**src/rtl/bit_serial_add_seq_pkg.sv**
```systemverilog
// -----------------------------------------------------------------------------
// serial_add_pkg
//   Shared types and constants for the bit-serial adder slice.
//   - state_e       : control FSM states (IDLE, SHIFT, DONE)
//   - DEFAULT_WIDTH : default operand/sum width
//   - majority()    : carry function of a full adder
// Optional feature macro used elsewhere in this slice: SERIAL_ADD_SUB_EN
// -----------------------------------------------------------------------------
package serial_add_pkg;

  localparam int DEFAULT_WIDTH = 4;

  typedef enum logic [1:0] {
    IDLE  = 2'd0,
    SHIFT = 2'd1,
    DONE  = 2'd2
  } state_e;

  // Carry out of a full adder: true when at least two inputs are set.
  function automatic logic majority(input logic x, input logic y, input logic z);
    return (x & y) | (x & z) | (y & z);
  endfunction

endpackage

```
**src/rtl/bit_serial_add_seq_if.sv**
```systemverilog
// -----------------------------------------------------------------------------
// bit_serial_add_seq_if
//   Request/result bundle of the bit-serial adder.
//   Requester -> adder : start, a, b, cin (and sub when SERIAL_ADD_SUB_EN)
//   Adder -> requester : ready, busy, done, sum, cout
//   Modports: master (requester side), slave (adder side).
// Optional feature macro: SERIAL_ADD_SUB_EN adds the 1-bit 'sub' request.
// -----------------------------------------------------------------------------
interface bit_serial_add_seq_if
  import serial_add_pkg::*;
#(
  parameter int WIDTH = DEFAULT_WIDTH
);

  logic             start;
  logic [WIDTH-1:0] a;
  logic [WIDTH-1:0] b;
  logic             cin;
`ifdef SERIAL_ADD_SUB_EN
  logic             sub;
`endif
  logic             ready;
  logic             busy;
  logic             done;
  logic [WIDTH-1:0] sum;
  logic             cout;

  modport master (
`ifdef SERIAL_ADD_SUB_EN
    output sub,
`endif
    output start, a, b, cin,
    input  ready, busy, done, sum, cout
  );

  modport slave (
`ifdef SERIAL_ADD_SUB_EN
    input  sub,
`endif
    input  start, a, b, cin,
    output ready, busy, done, sum, cout
  );

endinterface

```
**src/rtl/bit_serial_add_seq_fa_cell.sv**
```systemverilog
// -----------------------------------------------------------------------------
// serial_fa_cell
//   One full-adder cell with its carry held in a flip-flop, so that a
//   multi-bit add can be done one bit per clock.
// Ports:
//   Clk, ClrN    : clock, asynchronous active-low clear of the carry
//   load         : load load_carry into the carry flop (start of an add)
//   load_carry   : initial carry value
//   shift_en     : advance one bit: carry flop takes carry_next
//   a_bit, b_bit : current operand bits
//   sum_bit      : a_bit ^ b_bit ^ carry (combinational)
//   carry_next   : carry produced by the current bit (combinational)
// -----------------------------------------------------------------------------
module serial_fa_cell
  import serial_add_pkg::*;
(
  input  logic Clk,
  input  logic ClrN,
  input  logic load,
  input  logic load_carry,
  input  logic shift_en,
  input  logic a_bit,
  input  logic b_bit,
  output logic sum_bit,
  output logic carry_next
);

  logic carry_q;
  logic carry_d;

  always_comb begin
    sum_bit    = a_bit ^ b_bit ^ carry_q;
    carry_next = majority(a_bit, b_bit, carry_q);
    carry_d    = carry_q;
    if (load) begin
      carry_d = load_carry;
    end else if (shift_en) begin
      carry_d = carry_next;
    end
  end

  always_ff @(posedge Clk or negedge ClrN) begin
    if (!ClrN) begin
      carry_q <= 1'b0;
    end else begin
      carry_q <= carry_d;
    end
  end

endmodule

```
**src/rtl/bit_serial_add_seq.sv**
```systemverilog
// -----------------------------------------------------------------------------
// bit_serial_add_seq
//   Sequential bit-serial adder. Operands are captured on an accepted start
//   and added LSB-first through a single full-adder cell, one bit per clock.
//   The result is presented on sum/cout together with a one-cycle done pulse
//   and held until the next result replaces it.
// Parameters:
//   WIDTH : operand/sum width, 2..32
// Ports:
//   Clk  : clock, all state changes on posedge
//   ClrN : asynchronous active-low reset
//   bus  : bit_serial_add_seq_if.slave
//          start/a/b/cin(/sub) in, ready/busy/done/sum/cout out
// Optional feature macro: SERIAL_ADD_SUB_EN
//   Adds bus.sub. With sub=1 the captured b is inverted and the carry starts
//   at 1, giving sum = a - b; cout=1 then means "no borrow".
// -----------------------------------------------------------------------------
module bit_serial_add_seq
  import serial_add_pkg::*;
#(
  parameter int WIDTH = DEFAULT_WIDTH
)(
  input  logic                 Clk,
  input  logic                 ClrN,
  bit_serial_add_seq_if.slave  bus
);

  localparam int CNT_W = $clog2(WIDTH);
  localparam logic [CNT_W-1:0] LAST_BIT = CNT_W'(WIDTH - 1);

  state_e           state_q, state_d;
  logic [WIDTH-1:0] a_sh_q, a_sh_d;
  logic [WIDTH-1:0] b_sh_q, b_sh_d;
  // Holds the first WIDTH-1 sum bits; the last bit goes straight to sum_q.
  logic [WIDTH-2:0] sum_sh_q, sum_sh_d;
  logic [CNT_W-1:0] cnt_q, cnt_d;
  logic [WIDTH-1:0] sum_q, sum_d;
  logic             cout_q, cout_d;

  logic [WIDTH-1:0] b_load;
  logic             carry_init;
  logic             load;
  logic             shift_en;
  logic             s_bit;
  logic             carry_next;
  logic [WIDTH-1:0] sum_shifted;

  // Operand conditioning at capture time.
  always_comb begin
`ifdef SERIAL_ADD_SUB_EN
    b_load     = bus.sub ? ~bus.b : bus.b;
    carry_init = bus.sub ? 1'b1 : bus.cin;
`else
    b_load     = bus.b;
    carry_init = bus.cin;
`endif
  end

  serial_fa_cell u_fa (
    .Clk        (Clk),
    .ClrN       (ClrN),
    .load       (load),
    .load_carry (carry_init),
    .shift_en   (shift_en),
    .a_bit      (a_sh_q[0]),
    .b_bit      (b_sh_q[0]),
    .sum_bit    (s_bit),
    .carry_next (carry_next)
  );

  always_comb begin
    state_d     = state_q;
    a_sh_d      = a_sh_q;
    b_sh_d      = b_sh_q;
    sum_sh_d    = sum_sh_q;
    cnt_d       = cnt_q;
    sum_d       = sum_q;
    cout_d      = cout_q;
    load        = 1'b0;
    shift_en    = 1'b0;
    // New bit enters at the MSB; after WIDTH shifts bit 0 is the LSB result.
    sum_shifted = {s_bit, sum_sh_q};

    case (state_q)
      IDLE, DONE: begin
        if (bus.start) begin
          state_d  = SHIFT;
          a_sh_d   = bus.a;
          b_sh_d   = b_load;
          sum_sh_d = '0;
          cnt_d    = '0;
          load     = 1'b1;
        end else begin
          state_d  = IDLE;
        end
      end

      SHIFT: begin
        shift_en = 1'b1;
        a_sh_d   = a_sh_q >> 1;
        b_sh_d   = b_sh_q >> 1;
        sum_sh_d = sum_shifted[WIDTH-1:1];
        cnt_d    = cnt_q + CNT_W'(1);
        if (cnt_q == LAST_BIT) begin
          state_d = DONE;
          cnt_d   = '0;
          sum_d   = sum_shifted;
          cout_d  = carry_next;
        end
      end

      default: begin
        state_d = IDLE;
      end
    endcase
  end

  always_ff @(posedge Clk or negedge ClrN) begin
    if (!ClrN) begin
      state_q  <= IDLE;
      a_sh_q   <= '0;
      b_sh_q   <= '0;
      sum_sh_q <= '0;
      cnt_q    <= '0;
      sum_q    <= '0;
      cout_q   <= 1'b0;
    end else begin
      state_q  <= state_d;
      a_sh_q   <= a_sh_d;
      b_sh_q   <= b_sh_d;
      sum_sh_q <= sum_sh_d;
      cnt_q    <= cnt_d;
      sum_q    <= sum_d;
      cout_q   <= cout_d;
    end
  end

  // Status decodes straight from the state register so an asynchronous
  // reset is visible on the outputs without waiting for a clock edge.
  always_comb begin
    bus.ready = (state_q == IDLE) || (state_q == DONE);
    bus.busy  = (state_q == SHIFT);
    bus.done  = (state_q == DONE);
    bus.sum   = sum_q;
    bus.cout  = cout_q;
  end

endmodule

```
**src/flat_wrapper.sv**
```systemverilog
// flat-port wrapper written by rule: the top's interface ports become plain ports
module bit_serial_add_seq_flat import serial_add_pkg::*;
#(
  parameter int WIDTH = DEFAULT_WIDTH
)
  (Clk, ClrN, bus_start, bus_a, bus_b, bus_cin, bus_ready, bus_busy, bus_done, bus_sum, bus_cout);
  bit_serial_add_seq_if #(.WIDTH(WIDTH)) bus_i ();
  input  logic Clk;
  input  logic ClrN;
  input wire logic [$bits(bus_i.start)-1:0] bus_start;
  input wire logic [$bits(bus_i.a)-1:0] bus_a;
  input wire logic [$bits(bus_i.b)-1:0] bus_b;
  input wire logic [$bits(bus_i.cin)-1:0] bus_cin;
  output wire logic [$bits(bus_i.ready)-1:0] bus_ready;
  output wire logic [$bits(bus_i.busy)-1:0] bus_busy;
  output wire logic [$bits(bus_i.done)-1:0] bus_done;
  output wire logic [$bits(bus_i.sum)-1:0] bus_sum;
  output wire logic [$bits(bus_i.cout)-1:0] bus_cout;
  assign bus_i.start = bus_start;
  assign bus_i.a = bus_a;
  assign bus_i.b = bus_b;
  assign bus_i.cin = bus_cin;
  assign bus_ready = bus_i.ready;
  assign bus_busy = bus_i.busy;
  assign bus_done = bus_i.done;
  assign bus_sum = bus_i.sum;
  assign bus_cout = bus_i.cout;
  bit_serial_add_seq #(.WIDTH(WIDTH)) u_core (.Clk(Clk), .ClrN(ClrN), .bus(bus_i));
endmodule
```
**config.mk**
```make
export PLATFORM = sky130hd
export DESIGN_NAME = bit_serial_add_seq_flat
export DESIGN_NICKNAME = d
export VERILOG_FILES = /design/src/rtl/bit_serial_add_seq_pkg.sv /design/src/rtl/bit_serial_add_seq_if.sv /design/src/rtl/bit_serial_add_seq_fa_cell.sv /design/src/rtl/bit_serial_add_seq.sv /design/src/flat_wrapper.sv
export SDC_FILE = /design/constraint.sdc
export NUM_CORES = 1
export LEC_CHECK = 0
export ABC_AREA = 1
export BUFFER_PORTS_ARGS = -buffer_cell sky130_fd_sc_hd__buf_2
export CORE_ASPECT_RATIO = 0.75
export CORE_UTILIZATION = 56
export DETAILED_ROUTE_END_ITERATION = 16
export PLACE_DENSITY = 0.81
export SETUP_SLACK_MARGIN = 0.05
export SLEW_MARGIN = 15
export SYNTH_ARGS = -nofsm -noshare
export SYNTH_HDL_FRONTEND = slang
export SYNTH_HIERARCHICAL = 1
export SYNTH_SLANG_ARGS = --single-unit
```
**constraint.sdc**
```tcl
create_clock -name Clk -period 2.2 [get_ports Clk]
set_input_delay 0 -clock Clk [delete_from_list [all_inputs] [get_ports Clk]]
set_output_delay 0 -clock Clk [all_outputs]
set_load 0.03 [all_outputs]
```
---- Yosys cells after proc, flatten, opt, wreduce, memory -nomap -nowiden ----
Index checks and enable logic that the tools add are counted.
storage, ports and cells
  flip-flop bits (word level) ............. 21
  output and inout port bits .............. 8
  word-level logic and storage cells ...... 45
cells by class
  $add $sub $neg .......................... 1
  equality and inequality tests ........... 5
  muxes and demuxes ....................... 17
  bitwise gates (word level) .............. 7
  reduce and logical (&&, ||, !) cells .... 7
operators by type and width
  cell                 number
  $pmux 4 s2           2
  $mux 4               2
  $pmux 2 s2           2
  $mux 1               6
  $mux 2               3
  $pmux 3 s2           1
  $eq 2x2->1 const B   2
  $reduce_and 2->1     2
  $reduce_bool 2->1    2
  $and 1x1->1          3
  $mux 3               1
  $add 2x1->2 const B  1
  $eq 2x1->1 const B   1
  $logic_not 2->1      1
  $ne 2x1->1 const B   1
  $ne 2x2->1 const B   1
  $or 1x1->1           2
  $reduce_or 2->1      1
  $xor 1x1->1          2
  $logic_or 1x1->1     1

---- Depth between registers and ports, before layout ----
Gate-level depths: netlist of the first run.
  depth in word-level cells ............... 5
  gate-level depth with buffers ........... 7

---- By module ----
Netlist of the first run, hierarchy kept.
by module, submodules not included
  module              times used  cells each  area each (um^2)  sequential area each (um^2)
  bit_serial_add_seq  1           109         912.1             500.5
  serial_fa_cell      1           11          80.1              25.0

---- Worst setup path before layout of the first run ----
Ideal clock, no wire load.
  path kind ............................... register to register
  start ................................... register u_core.state_q[0]
  end ..................................... register u_core.sum_q[0] (netlist: u_core/bus.sum[0])
  setup time .............................. 0.121 ns
  data arrival time ....................... 1.062 ns
  data required time ...................... 2.079 ns
  path slack .............................. 1.016 ns
  stages on the path, launching flop included .. 7
  path buffers ............................ 1
  clock period less this slack ............ 1.184 ns
  path through ............................ dfrtp_1 > buf_6 > inv_4 > nor2_4 > nand2_4 > nand2_1 > o21ai_1
on the way
  longest elaborated chain between the ends .. 2
RTL lines
  item                        RTL line                   RTL
  start: declaration          bit_serial_add_seq.sv:31   state_e state_q, state_d;
  start signal: assignment    bit_serial_add_seq.sv:128  state_q <= state_d;
  $eq 2x1->1                  --
  net bus_busy                flat_wrapper.sv:15         output wire logic [$bits(bus_i.busy)-1:0] bus_busy;
  $reduce_and 2->1 (no line)  --
  end signal: assignment      bit_serial_add_seq.sv:133  sum_q <= sum_d;
  end: declaration            bit_serial_add_seq.sv:37   logic [WIDTH-1:0] sum_q, sum_d;
The timed path passes the listed nets, and every way through them passes these cells.
A chain may end at the register's enable or synchronous reset.

---- Final worst setup path of the first run ----
  start ................................... register u_core.state_q[0]
  end ..................................... output bus_busy
on the way
  longest elaborated chain between the ends .. 1
RTL lines
  item              RTL line                   RTL
  $eq 2x1->1        bit_serial_add_seq.sv:142  bus.busy = (state_q == SHIFT);
  end: declaration  flat_wrapper.sv:15
No other way between the ends.

==> results.yml, run 1 <==
run_status:
  status: "finished, violations left"
  violations: "negative hold slack"
die:
  dieArea_um2: 1950
  start_util_pct: 63.5
  io-pin-count: 20
  num_rows: 12
  chipWidth_um: 50.6
  core_area_um2: 1560
  fp.dieH_um: 38.5
route:
  routed-wl-met3_um: 135
  vias_per_cell: 4.93
  vias: 823
  wl_per_cell_um: 11.7
  wl_met2_um: 943
  wl_met1_um: 844
  drt_iter0_drc: 19
  drc: 0
  ant_nets: 0
  finalWirelength_um: 1960
  top_layer_used: "met4"
  drtPass1Iterations: 4
critical_path:
  worstSetupPathType: "flip-flop to output pin"
  cp-end-kind: "output pin"
  critical-path-max-stage-delay_ns: 0.59
  cp.required_ns: 2.20
  path_buf_inv: 2
  worstPathArrival_ns: 1.45
  path_max_fanout: 9
  critical_path.cell_chain: "inv_4 > nor2_4 > buf_2"
  startpoint_type: "flip-flop"
  path_delay_family: "flip-flops"
  slowest_stage: "dfrtp_1"
final_layout:
  final_layout_size_suffix_gt1_share_pct: 20.5
  design_area_um2: 1170
  areaGrowthSynthToFinish_pct: 17.7
  nNetsFinal: 161
  num_antenna_cells: 0
timing:
  tightest_slew_ns: 0.449
  finalCritPeriodShare_pct: 65.7
  hold_viol: 1
  rsz0062_at_grt: "no"
  timing.hold.ws_ns: -0.00123
  report.final.slew_viol_count: 0
  relSlewSlack_pct: 70.1
  fin_crit_ns: 1.45
  max_freq_mhz: 692
  finalSetupViolCount: 0
  fin_tns_setup_ns: 0
  skew_ns: 0.00954
clock_tree:
  postCtsHoldBufs: 5
  cts_root_buffer: "clkbuf_4"
  cts_setup_buffers: 0
  clock_latency_ns: 0.31
  cts_tree: "done"
  clk_path_buf_depth: 2
  clock_sinks: 21
  cts_max_level: 1
  clk_pin_slew_worst_paths_ns: 0.12
  cts_inserted_buffers: 3
  cts_resized: 0
synthesis:
  yosysSeqAreaShare_pct: 53.0
  synth_nets: 134
  async_flop_share_pct: 100
  synth_common_cells: "43 x nand2_1, 21 x dfrtp_1, 20 x inv_1"
  ys_ff_latch: 21
  synth.most_common_cell: "nand2_1"
  synth_top_cell_area_share_pct: 53.0
  syn_inst: 120
  synth_cell_types: 15
  yosysTopAreaCell: "dfrtp_1"
  syn_area_um2: 992
  synth_ff_type: "dfrtp_1"
  netlist_top_cells_area: "dfrtp_1 53%, nand2_1 16%, inv_1 7.6%"
  avgSynthCellArea_um2: 8.27
  synth_edf_count: 0
  ys_warn_count: 6
placement:
  hpwl_um: 1400
  place_area_um2: 1090
  place_congestion: 0.765
  port_buffers: 19
power_and_ir_drop:
  p_total_mw: 1.79
  p_per_area_nw_per_um2: 1530
  peakVddDrop_uv: 938
  p_leak_nw: 0.681
grt:
  grt_max_degree: 22
  grt_pass1_vias: 691
  overflow: 0
  grt_use_total_pct: 23.9
  grt_antenna_before_repair: 0
  grt_pass1_wl_um: 3130
run:
  drv_cap: 0
hold_path:
  hold_class: "primary input to flip-flop"
[worst register-to-register path: cells and delay by family (launching register included)]
| kind | cells | cell delay, ns |
|---|---|---|
| flip-flops | 1 | 0.53 |
| AND/OR/NAND/NOR | 4 | 0.42 |
| buffers and inverters | 2 | 0.24 |
[placed cells by master (no fill, tap or decap)]
cell type and count:
buf_2 19, clkbuf_1 1, clkbuf_4 3, fa_1 1
ha_1 1, nor2_4 1, nand3_1 13, nand2_1 43
o21ai_1 8, dfrtp_1 21, nor2_1 2, inv_2 3
inv_1 20, o21ai_0 1, inv_4 1, nand2_2 1
dlygate4sd3_1 5, nand2_4 2
[where the power goes]
| group | switching [mW] | internal (mW) | total (mW) |
|---|---|---|---|
| registers | 0.127 | 0.568 | 0.696 |
| logic | 0.610 | 0.296 | 0.906 |
| clock network | 0.116 | 0.0709 | 0.186 |
[state kept, by name, summed over array words and instances (netlist names)]
signal	cells
u_core/a_sh_q	4
u_core/b_sh_q	4
u_core/bus.sum	4
u_core/sum_sh_q	3
u_core/cnt_q	2
u_core/state_q	2
u_core/bus.cout	1
u_core/u_fa/carry_q	1
[final cells by class]
| class | instances | area (um2) |
|---|---|---|
| Sequential cell | 21 | 526 |
| Inverter | 24 | 92.6 |
| Multi-Input combinational cell | 73 | 352 |
| Clock buffer | 4 | 26.3 |
| Fill cell | 130 | 394 |
| Tap cell | 21 | 26.3 |
| Timing Repair Buffer | 24 | 145 |
[per-layer routing]
| layer | up-vias | global-route usage [%] |
|---|---|---|
| li1 | 413 | - |
| met1 | 384 | 29.0 |
| met2 | 22 | 39.3 |
| met3 | 4 | 7.14 |
| met4 | 0 | 12.5 |
| met5 | - | 0 |
[kinds of logic (layout without fill, tap and decap cells)]
logic type | after synthesis | in the layout | synth area share [%]
and+or+nand+nor | 62 | 62 | 27.6
AOI/OAI and AO/OA | 9 | 9 | 4.54
buffers and inverters | 26 | 52 | 11.6
adders and majority gates | 2 | 2 | 3.28
DFF | 21 | 21 | 53.0
[path summary, 6_finish.rpt]
kind                                    end  depth (start not counted)  slack (ns)               from
hold / removal             u_core/b_sh_q[0]                          5      -0.001           bus_b[0]
max in group asynchronous  u_core/a_sh_q[2]                          2        1.73               ClrN
min in group asynchronous  u_core/a_sh_q[3]                          2        0.15               ClrN
setup reg to reg           u_core/a_sh_q[2]                          6        0.88  u_core/state_q[0]
hold reg to reg             u_core/bus.cout                          2        0.48    u_core/bus.cout
setup / recovery                   bus_busy                          3        0.75  u_core/state_q[0]
[through the flow]
step	util, %	std cells	setup WS (ns)
detailed placement	69.9	158	0.903
global route	74.8	167	0.679
finish	74.8	167	0.754
CTS	74.8	167	0.744
floorplan	-	120	1.02
global placement	69.9	158	0.969
No activity file was read; power rests on OpenSTA's default activity.
==> run 2: changes to the inputs <==
--- a/config.mk
+++ b/config.mk
@@ -5,12 +5,12 @@
 export SDC_FILE = /design/constraint.sdc
 export NUM_CORES = 1
 export LEC_CHECK = 0
-export ABC_AREA = 1
+export ABC_AREA = 0
 export BUFFER_PORTS_ARGS = -buffer_cell sky130_fd_sc_hd__buf_2
 export CORE_ASPECT_RATIO = 0.75
-export CORE_UTILIZATION = 56
+export CORE_UTILIZATION = 52
 export DETAILED_ROUTE_END_ITERATION = 16
-export PLACE_DENSITY = 0.81
+export PLACE_DENSITY = 0.76
 export SETUP_SLACK_MARGIN = 0.05
 export SLEW_MARGIN = 15
 export SYNTH_ARGS = -nofsm -noshare
==> constraint.sdc (replaced) <==
create_clock -name Clk -period 1.4 [get_ports Clk]
set_input_delay 0 -clock Clk [delete_from_list [all_inputs] [get_ports Clk]]
set_output_delay 0 -clock Clk [all_outputs]
set_load 0.03 [all_outputs]
==> results.yml, run 2 <==
timing:
  fin_tns_setup_ns: 0
  finalSetupViolCount: 0
  setup_ws_ns: 0.0371
  report.final.slew_viol_count: 0
  finalCritPeriodShare_pct: 97.4
  hold_viol: 0
  rsz0062_at_grt: "yes"
  relSlewSlack_pct: 69.7
  max_freq_mhz: 734
  fin_crit_ns: 1.36
  skew_ns: 0.00448
  tightest_slew_ns: 0.455
synthesis:
  synth_ff_type: "dfrtp_1"
  async_flop_share_pct: 100
  ys_warn_count: 6
  ys_ff_latch: 21
  synth_common_cells: "21 x dfrtp_1, 9 x mux2i_1, 6 x nand2_1, 6 x o21ai_0"
  yosysTopAreaCell: "dfrtp_1"
  synth_top_cell_area_share_pct: 53.0
  avgSynthCellArea_um2: 11.7
  netlist_top_cells_area: "dfrtp_1 53%, mux2i_1 9.1%, mux2_4 7.6%"
  yosysSeqAreaShare_pct: 53.0
  synth_edf_count: 0
  synth_nets: 99
  syn_inst: 85
  synth.most_common_cell: "dfrtp_1"
  syn_area_um2: 992
  synth_cell_types: 23
die:
  io-pin-count: 20
  fp.dieH_um: 39.8
  num_rows: 13
  core_area_um2: 1760
  chipWidth_um: 52.4
  start_util_pct: 56.5
  dieArea_um2: 2090
final_layout:
  num_antenna_cells: 0
  layout_common_cells: "20 x dfrtp_1, 18 x buf_2, 10 x dlygate4sd3_1, 9 x mux2i_1"
  final_layout_size_suffix_gt1_share_pct: 31.7
  regArea_um2: 527
  nNetsFinal: 135
  final_common_cell: "dfrtp_1"
  areaGrowthSynthToFinish_pct: 27.5
  postLayoutCoreUtil_pct: 72.0
  design_area_um2: 1260
  multiInputGateArea_um2: 433
  fillers: 138
route:
  wl_per_cell_um: 15.2
  drtPass1Iterations: 4
  ant_nets: 0
  finalWirelength_um: 2170
  drt_iter0_drc: 17
  drc: 0
  vias_per_cell: 5.44
  vias: 772
critical_path:
  critical_path.endpoint: "u_core/bus.sum[3]"
  worstSetupPathType: "flip-flop to flip-flop"
  startpoint_type: "flip-flop"
  r2r_end: "u_core/bus.sum[3]"
  cp-startpoint: "u_core/u_fa/carry_q"
  worst_r2r_path_depth: 2
  cp-end-kind: "flip-flop"
  path_max_fanout: 2
  reg2reg_from: "u_core/u_fa/carry_q"
  r2r_slack_ns: 0.04
  cp.required_ns: 1.60
  worstPathArrival_ns: 1.56
clock_tree:
  clk_path_buf_depth: 2
  cts_inserted_buffers: 3
  clock_sinks: 21
  cts_root_buffer: "clkbuf_4"
  cts_max_level: 1
  cts_tree: "done"
  clk_pin_slew_worst_paths_ns: 0.11
  clock_latency_ns: 0.30
hold_path:
  hold_class: "primary input to flip-flop"
power_and_ir_drop:
  p_leak_nw: 0.603
  peakVddDrop_uv: 1370
  p_total_mw: 2.91
  p_per_area_nw_per_um2: 2300
placement:
  post-place-ws_ns: 0.0767
  place_area_um2: 1120
  hpwl_um: 1330
  place_congestion: 0.776
  port_buffers: 19
grt:
  grt_pass1_wl_um: 3260
  grt_pass1_vias: 728
  grt_max_degree: 22
  grt_antenna_before_repair: 0
  grt_use_total_pct: 23.4
  overflow: 0
run:
  drv_cap: 0
run_status:
  status: "finished, final reports clean"
==> run 2: through the flow <==
stage / hold slack, ns / cells
CTS: 0.114 / 140
finish: 0.125 / 142
global placement: -0.0184 / 126
detailed placement: -0.0222 / 126
global route: 0.137 / 142
floorplan: -0.296 / 85
==> run 2: cells by family after synthesis <==
| family | synth area share (%) |
|---|---|
| AND/OR/NAND/NOR | 11.6 |
| flip-flops | 53.0 |
| AO/OA/AOI/OAI | 12.1 |
| multiplexers | 16.6 |
| buffers and inverters | 3.40 |
| adder cells (fa/ha/maj) | 3.28 |
==> run 2: report_power, final <==
group / internal, mW / switching [mW] / leakage (nW)
combinational: 0.678 / 0.805 / 0.330
sequential: 0.900 / 0.236 / 0.259
clock: 0.111 / 0.181 / 0.0150
total: 1.69 / 1.22 / 0.603
==> run 2: what timing repair did <==
action	in CTS	in global routing
hold buffers	10	0
pin swaps	0	1
buffers inserted	0	2
endpoints found under the setup margin	2	4
gates resized for setup	1	2
endpoints found under the hold margin	30	0
==> run 2: worst min path at each step <==
stage / startpoint / to / slack, ns / cells past startpoint
final: bus_start / u_core/b_sh_q[0] / 0.13 / 3
after CTS: bus_start / u_core/b_sh_q[0] / 0.11 / 3
after detailed placement: ClrN / u_core/b_sh_q[1] / -0.02 / 1
after global placement: ClrN / u_core/b_sh_q[1] / -0.02 / 1
after floorplan: ClrN / u_core/a_sh_q[0] / -0.30 / 0
after global routing: bus_start / u_core/b_sh_q[1] / 0.14 / 3
==> run 2: layer usage <==
layer  share of wire (%)  track usage, %  vias to the layer above  wire length [um]
met5                   0               0                        -                 0
met4                0.92            7.89                        0                20
met3                 3.3            6.98                        4                72
met2                  48            37.3                       19              1050
met1                  47            30.5                      380              1020
li1                    -               -                      369                 -
==> run 2: final cells by class <==
type                    instances  area share [%]
well taps                      22            2.18
inverters                       4            1.29
flip-flops and latches         21            41.6
repair buffers                 34            18.6
clock buffers                   4            2.08
multi-input cells              57            34.2
==> run 2: critical path, stage by stage (launching register included) <==
cell and delay [ns]:
dfrtp_1 0.43, fa_1 0.54, mux2_4 0.29
==> run 3: changes to the inputs <==
--- a/config.mk
+++ b/config.mk
@@ -10,6 +10,7 @@
 export CORE_ASPECT_RATIO = 0.75
 export CORE_UTILIZATION = 52
 export DETAILED_ROUTE_END_ITERATION = 16
+export GPL_TIMING_DRIVEN = 0
 export PLACE_DENSITY = 0.76
 export SETUP_SLACK_MARGIN = 0.05
 export SLEW_MARGIN = 15
==> results.yml, run 3 (same netlist as run 2, synthesis figures left out) <==
power_and_ir_drop:
  p_leak_nw: 0.593
  p_total_mw: 2.80
  p_per_area_nw_per_um2: 2250
  peakVddDrop_uv: 1350
die:
  core_area_um2: 1760
  io-pin-count: 20
  num_rows: 13
  dieArea_um2: 2090
  start_util_pct: 56.5
  chipWidth_um: 52.4
  fp.dieH_um: 39.8
timing:
  rsz0062_at_grt: "no"
  max_freq_mhz: 756
  finalCritPeriodShare_pct: 94.4
  relSlewSlack_pct: 68.5
  finalSetupViolCount: 0
  tightest_slew_ns: 0.473
  fin_crit_ns: 1.32
  skew_ns: 0.00636
  hold_viol: 0
  setup_ws_ns: 0.0780
  report.final.slew_viol_count: 0
  fin_tns_setup_ns: 0
critical_path:
  startpoint_type: "flip-flop"
  reg2reg_from: "u_core/u_fa/carry_q"
  cp-startpoint: "u_core/u_fa/carry_q"
  worstSetupPathType: "flip-flop to flip-flop"
  path_max_fanout: 2
  path_delay_family: "adder cells"
  cp-end-kind: "flip-flop"
  cp.required_ns: 1.60
  slowest_stage: "fa_1"
  critical_path.endpoint: "u_core/bus.sum[3]"
  cp_num_cells: 2
  r2r_end: "u_core/bus.sum[3]"
  path_buf_inv: 0
  worst_r2r_path_depth: 2
  r2r_slack_ns: 0.08
  critical_path.cell_chain: "fa_1 > mux2_4"
  critical-path-max-stage-delay_ns: 0.51
  worstPathArrival_ns: 1.52
route:
  drc: 0
  vias_per_cell: 5.53
  wl_per_cell_um: 14.6
  vias: 768
  drtPass1Iterations: 4
  finalWirelength_um: 2020
  ant_nets: 0
  drt_iter0_drc: 14
final_layout:
  layout_common_cells: "21 x dfrtp_1, 18 x buf_2, 10 x dlygate4sd3_1, 9 x mux2i_1"
  areaGrowthSynthToFinish_pct: 25.2
  final_layout_size_suffix_gt1_share_pct: 29.9
  final_common_cell: "dfrtp_1"
  postLayoutCoreUtil_pct: 70.7
  design_area_um2: 1240
  num_antenna_cells: 0
  nNetsFinal: 132
grt:
  grt_antenna_before_repair: 0
  grt_pass1_vias: 746
  overflow: 0
  grt_pass1_wl_um: 3260
  grt_use_total_pct: 23.2
  grt_max_degree: 22
clock_tree:
  clock_latency_ns: 0.30
  clock_sinks: 21
  cts_setup_buffers: 0
  clk_path_buf_depth: 2
  cts_max_level: 1
  cts_tree: "done"
  clk_pin_slew_worst_paths_ns: 0.11
  cts_root_buffer: "clkbuf_4"
  cts_inserted_buffers: 3
run_status:
  status: "finished, final reports clean"
placement:
  place_congestion: 0.803
  post-place-ws_ns: 0.0899
  port_buffers: 18
  place_area_um2: 1110
  hpwl_um: 1360
hold_path:
  hold_class: "primary input to flip-flop"
run:
  drv_cap: 0
==> run 3: final cells by class <==
type                    count  area [um2]
repair buffers             28         193
flip-flops and latches     21         526
multi-input cells          57         433
plain buffers               3        20.0
clock buffers               3        22.5
clock inverters             1        5.00
fillers                   133         514
inverters                   4        16.3
well taps                  22        27.5
==> run 3: metrics by stage <==
| step | hold slack (ns) | std cells |
|---|---|---|
| floorplan | -0.296 | 85 |
| global placement | -0.0259 | 125 |
| detailed placement | -0.0261 | 125 |
| CTS | 0.120 | 139 |
| global route | 0.185 | 139 |
| finish | 0.132 | 139 |
==> run 3: timing repair <==
| action | in CTS | in global routing |
|---|---|---|
| hold endpoints to repair | 30 | 0 |
| resized for setup | 0 | 3 |
| endpoints found under the setup margin | 0 | 3 |
| hold buffers | 10 | 0 |
==> run 3: worst min-delay path by stage <==
stage,start,end,slack [ns],cells past startpoint
6_report,bus_start,u_core/a_sh_q[0],0.13,3
2_1_floorplan,ClrN,u_core/a_sh_q[0],-0.30,0
3_5_place_dp,ClrN,u_core/a_sh_q[0],-0.03,1
3_3_place_gp,ClrN,u_core/a_sh_q[0],-0.03,1
4_1_cts,bus_start,u_core/a_sh_q[0],0.12,3
5_1_grt,bus_start,u_core/a_sh_q[0],0.18,3
==> run 3: metal layers <==
layer | vias up | wire length (um) | GRT usage [%]
met5 | - | 0 | 0
met4 | 0 | 26 | 9.21
met3 | 4 | 94 | 9.30
met2 | 21 | 961 | 38.9
met1 | 378 | 941 | 26.7
li1 | 365 | - | -
==> run 3: power by group <==
group / switching (mW) / internal [mW]
Clock: 0.178 / 0.107
Sequential: 0.226 / 0.897
Combinational: 0.774 / 0.616
Total: 1.18 / 1.62
==> run 3: worst min-delay path, delay by kind of cell <==
kind | cells | cell delay (ns)
buffers and inverters | 1 | 0.19
AOI/OAI and AO/OA | 2 | 0.21
